## src/rtl/uart_pkg.sv

```systemverilog
// Shared UART definitions: baud constant, shifter state encoding and
// status-word bit positions used by both the receiver and the transmitter.
package uart_pkg;

    // 25 MHz / 115200 baud, rounded down
    localparam int CLKS_PER_BIT_DEFAULT = 217;

    typedef enum logic [1:0] {
        IDLE  = 2'd0,
        START = 2'd1,
        DATA  = 2'd2,
        STOP  = 2'd3
    } tx_state_t;

    // Status word layout
    localparam int BUSY_BIT   = 15;
    localparam int ACTIVE_BIT = 0;

endpackage

```

## src/rtl/uart_tx_if.sv

```systemverilog
// CPU-side bus of the UART transmitter: write strobe, write data, status word.
//
// Handshake: a write is taken on any rising clock edge where load=1 and the
// status word's busy bit (out[15]) is 0 in that same cycle. A load seen while
// busy is 1 is discarded with no side effect; the CPU must poll busy first.
interface uart_tx_if;
    logic        load;
    logic [15:0] in;
    logic [15:0] out;

    modport master (output load, output in, input out);
    modport slave  (input load, input in, output out);
endinterface

```

## src/rtl/uart_baud_tick.sv

```systemverilog
// Bit-period timer: counts 0..CLKS_PER_BIT-1 while the shifter is running and
// pulses bit_done on the last cycle of every serial bit.
module uart_baud_tick
    import uart_pkg::*;
#(
    parameter int CLKS_PER_BIT = CLKS_PER_BIT_DEFAULT
) (
    input  logic clk,
    input  logic clear,
    input  logic run,
    input  logic restart,
    output logic bit_done
);

    localparam int CNT_W = $clog2(CLKS_PER_BIT);
    localparam logic [CNT_W-1:0] LAST = CNT_W'(CLKS_PER_BIT - 1);

    logic [CNT_W-1:0] bit_cnt;

    // Counter is held at zero while idle and re-armed when a new frame starts.
    always_ff @(posedge clk or posedge clear) begin
        if (clear) begin
            bit_cnt <= '0;
        end else if (restart || !run) begin
            bit_cnt <= '0;
        end else if (bit_cnt == LAST) begin
            bit_cnt <= '0;
        end else begin
            bit_cnt <= bit_cnt + 1'b1;
        end
    end

    assign bit_done = run && (bit_cnt == LAST);

endmodule

```

## src/rtl/uart_tx.sv

```systemverilog
// Memory-mapped 8N1 UART transmitter with a one-byte holding register in
// front of the shift register, so a queued byte follows the current frame's
// stop bit with no idle gap. TX is registered and idles high.
module uart_tx
    import uart_pkg::*;
#(
    parameter int CLKS_PER_BIT = CLKS_PER_BIT_DEFAULT
) (
    input  logic       clk,
    input  logic       clear,
    uart_tx_if.slave   bus,
    output logic       TX,
    output tx_state_t  dbg_state
);

    tx_state_t   state, state_next;
    logic [7:0]  hold_data, hold_data_next;
    logic        hold_full, hold_full_next;
    logic [7:0]  shift_reg, shift_next;
    logic [2:0]  bit_idx, bit_idx_next;
    logic        tx_reg, tx_next;
    logic        accept;
    logic        transfer;
    logic        bit_done;
    logic [15:0] status;
    logic        unused_upper;

    // Only the low byte of the write data is meaningful.
    assign unused_upper = ^bus.in[15:8];

    uart_baud_tick #(
        .CLKS_PER_BIT (CLKS_PER_BIT)
    ) u_baud_tick (
        .clk      (clk),
        .clear    (clear),
        .run      (state != IDLE),
        .restart  (transfer),
        .bit_done (bit_done)
    );

    // State, holding register, shifter and line registers.
    always_ff @(posedge clk or posedge clear) begin
        if (clear) begin
            state     <= IDLE;
            hold_data <= '0;
            hold_full <= 1'b0;
            shift_reg <= '0;
            bit_idx   <= '0;
            tx_reg    <= 1'b1;
        end else begin
            state     <= state_next;
            hold_data <= hold_data_next;
            hold_full <= hold_full_next;
            shift_reg <= shift_next;
            bit_idx   <= bit_idx_next;
            tx_reg    <= tx_next;
        end
    end

    // Next-state, holding-register handoff and next line level.
    always_comb begin
        state_next   = state;
        shift_next   = shift_reg;
        bit_idx_next = bit_idx;
        transfer     = 1'b0;
        tx_next      = 1'b1;

        // Accept and transfer are mutually exclusive: one needs the holding
        // register empty, the other needs it full. A load coinciding with a
        // transfer is therefore dropped.
        accept = bus.load && !hold_full;

        case (state)
            IDLE: begin
                if (hold_full) begin
                    transfer   = 1'b1;
                    state_next = START;
                end
            end
            START: begin
                if (bit_done) begin
                    state_next   = DATA;
                    bit_idx_next = 3'd0;
                end
            end
            DATA: begin
                if (bit_done) begin
                    if (bit_idx == 3'd7) begin
                        state_next = STOP;
                    end else begin
                        bit_idx_next = bit_idx + 3'd1;
                    end
                end
            end
            STOP: begin
                if (bit_done) begin
                    if (hold_full) begin
                        transfer   = 1'b1;
                        state_next = START;
                    end else begin
                        state_next = IDLE;
                    end
                end
            end
            default: state_next = IDLE;
        endcase

        if (transfer) begin
            shift_next = hold_data;
        end

        hold_full_next = accept ? 1'b1 : (transfer ? 1'b0 : hold_full);
        hold_data_next = accept ? bus.in[7:0] : hold_data;

        // Line level is registered, so derive it from where the FSM is going.
        case (state_next)
            IDLE:    tx_next = 1'b1;
            START:   tx_next = 1'b0;
            DATA:    tx_next = shift_next[bit_idx_next];
            STOP:    tx_next = 1'b1;
            default: tx_next = 1'b1;
        endcase
    end

    // Status word: busy while a byte waits, active while a frame is on the wire.
    always_comb begin
        status             = '0;
        status[BUSY_BIT]   = hold_full;
        status[ACTIVE_BIT] = (state != IDLE);
    end

    assign bus.out   = status;
    assign TX        = tx_reg;
    assign dbg_state = state;

endmodule

```

## src/flat_wrapper.sv

```systemverilog
// flat-port wrapper written by rule: the top's interface ports become plain ports
module uart_tx_flat import uart_pkg::*;
#(
    parameter int CLKS_PER_BIT = CLKS_PER_BIT_DEFAULT
)
  (clk, clear, TX, dbg_state, bus_load, bus_in, bus_out);
  uart_tx_if bus_i ();
  input  logic clk;
  input  logic clear;
  output logic TX;
  output tx_state_t dbg_state;
  input wire logic [$bits(bus_i.load)-1:0] bus_load;
  input wire logic [$bits(bus_i.in)-1:0] bus_in;
  output wire logic [$bits(bus_i.out)-1:0] bus_out;
  assign bus_i.load = bus_load;
  assign bus_i.in = bus_in;
  assign bus_out = bus_i.out;
  uart_tx #(.CLKS_PER_BIT(CLKS_PER_BIT)) u_core (.clk(clk), .clear(clear), .bus(bus_i), .TX(TX), .dbg_state(dbg_state));
endmodule
```

## config.mk

```make
export PLATFORM = sky130hd
export DESIGN_NAME = uart_tx_flat
export DESIGN_NICKNAME = d
export VERILOG_FILES = /design/src/rtl/uart_pkg.sv /design/src/rtl/uart_tx_if.sv /design/src/rtl/uart_baud_tick.sv /design/src/rtl/uart_tx.sv /design/src/flat_wrapper.sv
export SDC_FILE = /design/constraint.sdc
export NUM_CORES = 1
export LEC_CHECK = 0
export BUFFER_PORTS_ARGS = -buffer_cell sky130_fd_sc_hd__buf_2
export CAP_MARGIN = 40
export CORE_MARGIN = 2
export CORE_UTILIZATION = 35
export DETAILED_ROUTE_END_ITERATION = 6
export GPL_ROUTABILITY_DRIVEN = 0
export HOLD_SLACK_MARGIN = 0.08
export PLACE_DENSITY_LB_ADDON = 0.25
export SLEW_MARGIN = 5
export SYNTH_ARGS = -nofsm -noshare
export SYNTH_HDL_FRONTEND = slang
export SYNTH_HIERARCHICAL = 1
export SYNTH_SLANG_ARGS = --single-unit
```

## constraint.sdc

```tcl
create_clock -name clk -period 2.7 [get_ports clk]
set_input_delay 0.405 -clock clk [delete_from_list [all_inputs] [get_ports clk]]
set_output_delay 0.405 -clock clk [all_outputs]
set_load 0.05 [all_outputs]
```

==> results.md <==
* Leakage at 0.9488 nW
* Fin util at 41.28%
* Longest Clk Path Bufs at 2
* Setup TNS at 0 ns
* Max-slew headroom at 50.57%
* Core area at 5107 sq um
* Area of the multi-input gates at 968.4 sq um
* Port Buffers at 15
* Worst-Skew Late Latency at 0.28 ns
* Startpoint Class: flop
* Largest cells by area after synthesis: dfrtp_1, mux2_2, ha_1
* Syn. warnings at 6
* Die height at 76.84 um
* Crit path DAT at 2.72 ns
* Io pins at 38
* Row cnt at 26
* Synth cell types at 46
* Max Freq at 0.3990 GHz
* Vias in the first global route at 1269
* RSZ-0062 raised after global routing: false
* Die W at 76.84 um
* Seq/Total Area, Yosys at 41.85%
* Setup crit start: u_core/dbg_state[0]
* R2R depth at 16
* Final Cycle Share at 92.82%
* Reg2reg setup slack at 0.19 ns
* Hpwl dp at 2520 um
* Clock slew at reported path FFs at 0.07 ns
* Area share of the largest cell type after synthesis at 40.43%
* H-tree depth at 2
* GRT overflow at 0
* P&R area growth vs syn at 13.54%
* Vias at 1307
* RR Startpoint: u_core/dbg_state[0]
* Final WL at 3278 um
* Maxcap violations at 0
* CTS Root Cell: clkbuf_8
* Vias per cell at 4.718
* Drt wl/cell at 11.83 um
* Mapped cell area at 1857 sq um
* Worst setup margin at 0.1938 ns
* Clock sink count at 31
* Pin count of the biggest net entering global routing at 16
* Clk_skew at 0.008541 ns
* Reg2reg end: u_core/TX
* Placed Instance Area at 2004 sq um
* DR DRC count at 0
* Global Route Usage Sum at 12.55%
* Outcome: finished, final reports clean
* Critical path data required time at 2.92 ns
* Fin area at 2108 sq um
* Initial antenna violation count at 0
* First-pass GRT wire length at 5947 um
* Initial DRC Count at 84
* Maximum VDD drop at 0.0003526 V
* CTS Buf Count at 5
* Synth area leader: dfrtp_1
* Nets at 235
* HP Class: input port to flop
* Crit. End Element: flop
* Final slew viol count at 0
* Final setup violation count at 0
* Full die area at 5904 sq um
* Critical Path End: u_core/TX
* Diodes inserted at 0
* Post-route minimum period at 2.506 ns
* Synthesis-stage register bit count at 31
* Least-Margin Pin Slew at 0.7400 ns
* Cells after Synth at 184
* Setup slack at placement at 0.1498 ns
* Final Hold Fails at 0
* Worst setup path category: flop to flop
* Initial Util at 36.35%
* Fillcell total at 516
* P per Cell Area at 495.9 nW/um^2
* Detail Route Antenna Nets at 0
* Largest fanout on the critical path at 9
* Reg area at 779.5 sq um
* CTS tree: yes
* Avg Inst Size Synth at 10.09 sq um
* Pre-antenna DRT Iters at 4
* Share of cells above drive strength 1 at 28.02%
worst min-delay path by stage:
stage | endpoint | from | slack, ns | cells past startpoint
after floorplan | u_core/u_baud_tick/bit_cnt[0] | clear | 0.22 | 1
after global placement | u_core/u_baud_tick/bit_cnt[3] | clear | 0.37 | 2
after detailed placement | u_core/u_baud_tick/bit_cnt[2] | clear | 0.38 | 2
after CTS | u_core/hold_data[5] | bus_in[5] | 0.35 | 2
after global routing | u_core/hold_data[5] | bus_in[5] | 0.35 | 2
final | u_core/hold_data[4] | bus_in[4] | 0.36 | 2
final cells by class:
class                   instances  area share, %
clock inverters                 1         0.2374
inverters                      16          3.264
flip-flops and latches         31          36.97
multi-input cells             132          45.93
repair buffers                 20          5.816
clock buffers                   7          3.620
well taps                      70          4.154
critical path, stage by stage (launching register included):
cell and delay, ns:
dfrtp_2 0.41, inv_4 0.07, ha_4 0.17, clkinvlp_4 0.08, inv_2 0.03, nor3_2 0.15
buf_4 0.18, inv_1 0.07, o21ai_1 0.15, a211oi_2 0.09, a21oi_1 0.14, o21ai_1 0.11
inv_1 0.08, ha_2 0.20, inv_1 0.06, o2111a_1 0.12, a221o_1 0.31
Yosys cell counts, drive strengths merged:
master,number
a2111oi,3
a211oi,3
a21bo,1
a21boi,1
a21o,1
a21oi,8
a221o,1
a22oi,2
a2bb2oi,1
a311oi,1
and3,3
buf,17
clkbuf,1
conb,1
dfrtp,30
dfstp,1
ha,10
inv,16
mux2,13
mux2i,2
nand2,14
nand2b,5
nand3,9
nand4,1
nand4bb,1
nor2,8
nor2b,3
nor3,2
o2111a,1
o211ai,1
o21a,1
o21ai,14
o21bai,1
o31a,1
or3,2
or4,1
xnor2,1
xor2,2
layer usage:
layer,GRT usage (%),wire [um],part of all wire [%]
met2,19.47,1477,45
met1,16.75,1633,50
met5,0,0,0
met4,4.364,28,0.85
met3,3.529,139,4.2
stage by stage:
step	hold WS (ns)	instances	power [W]
6_report	0.3551	277	0.001045
3_3_place_gp	0.3734	266	0.0006975
4_1_cts	0.3476	276	0.001062
5_1_grt	0.3501	277	0.001102
3_5_place_dp	0.3772	267	0.0007050
2_1_floorplan	0.2207	197	0.0006883
cells in the final DEF (no fill, tap or decap), types with 2 or more instances in the layout:
master      n
dfrtp_1    28
buf_2      15
conb_1     14
nand2_1    13
mux2_2     12
inv_1      12
o21ai_0    10
a21oi_1     8
nor2_1      8
nand3_1     8
ha_1        8
clkbuf_8    5
nand2b_1    4
nor2b_1     3
o21ai_1     3
buf_4       3
clkbuf_1    2
inv_4       2
mux2i_1     2
and3_1      2
a2111oi_0   2
a22oi_1     2
a211oi_1    2
dfrtp_2     2
or3_1       2
xor2_1      2
power by group:
| part | internal (W) | total [W] | switching, W | leakage [nW] |
|---|---|---|---|---|
| registers | 0.000519 | 0.000554 | 0.0000350 | 0.381 |
| logic | 0.0000616 | 0.000141 | 0.0000796 | 0.525 |
| clock network | 0.000181 | 0.000350 | 0.000170 | 0.0422 |
cell families after synthesis:
group	synth area share (%)
xor gates and xnor gates	1.415
other	0.2020
adders and majority gates	6.739
AOI/OAI and AO/OA	15.84
buffers and inverters	10.51
and+or+nand+nor	14.49
muxes	8.962
DFF	41.85
timing repair:
item                                    CTS  global route
hold buffers                              1             0
hold endpoints to repair                  8             0
gates resized for setup                   0             2
endpoints found under the setup margin    0             1
setup buffers                             0             1
Note: power is estimated with default switching activity, not from simulation.
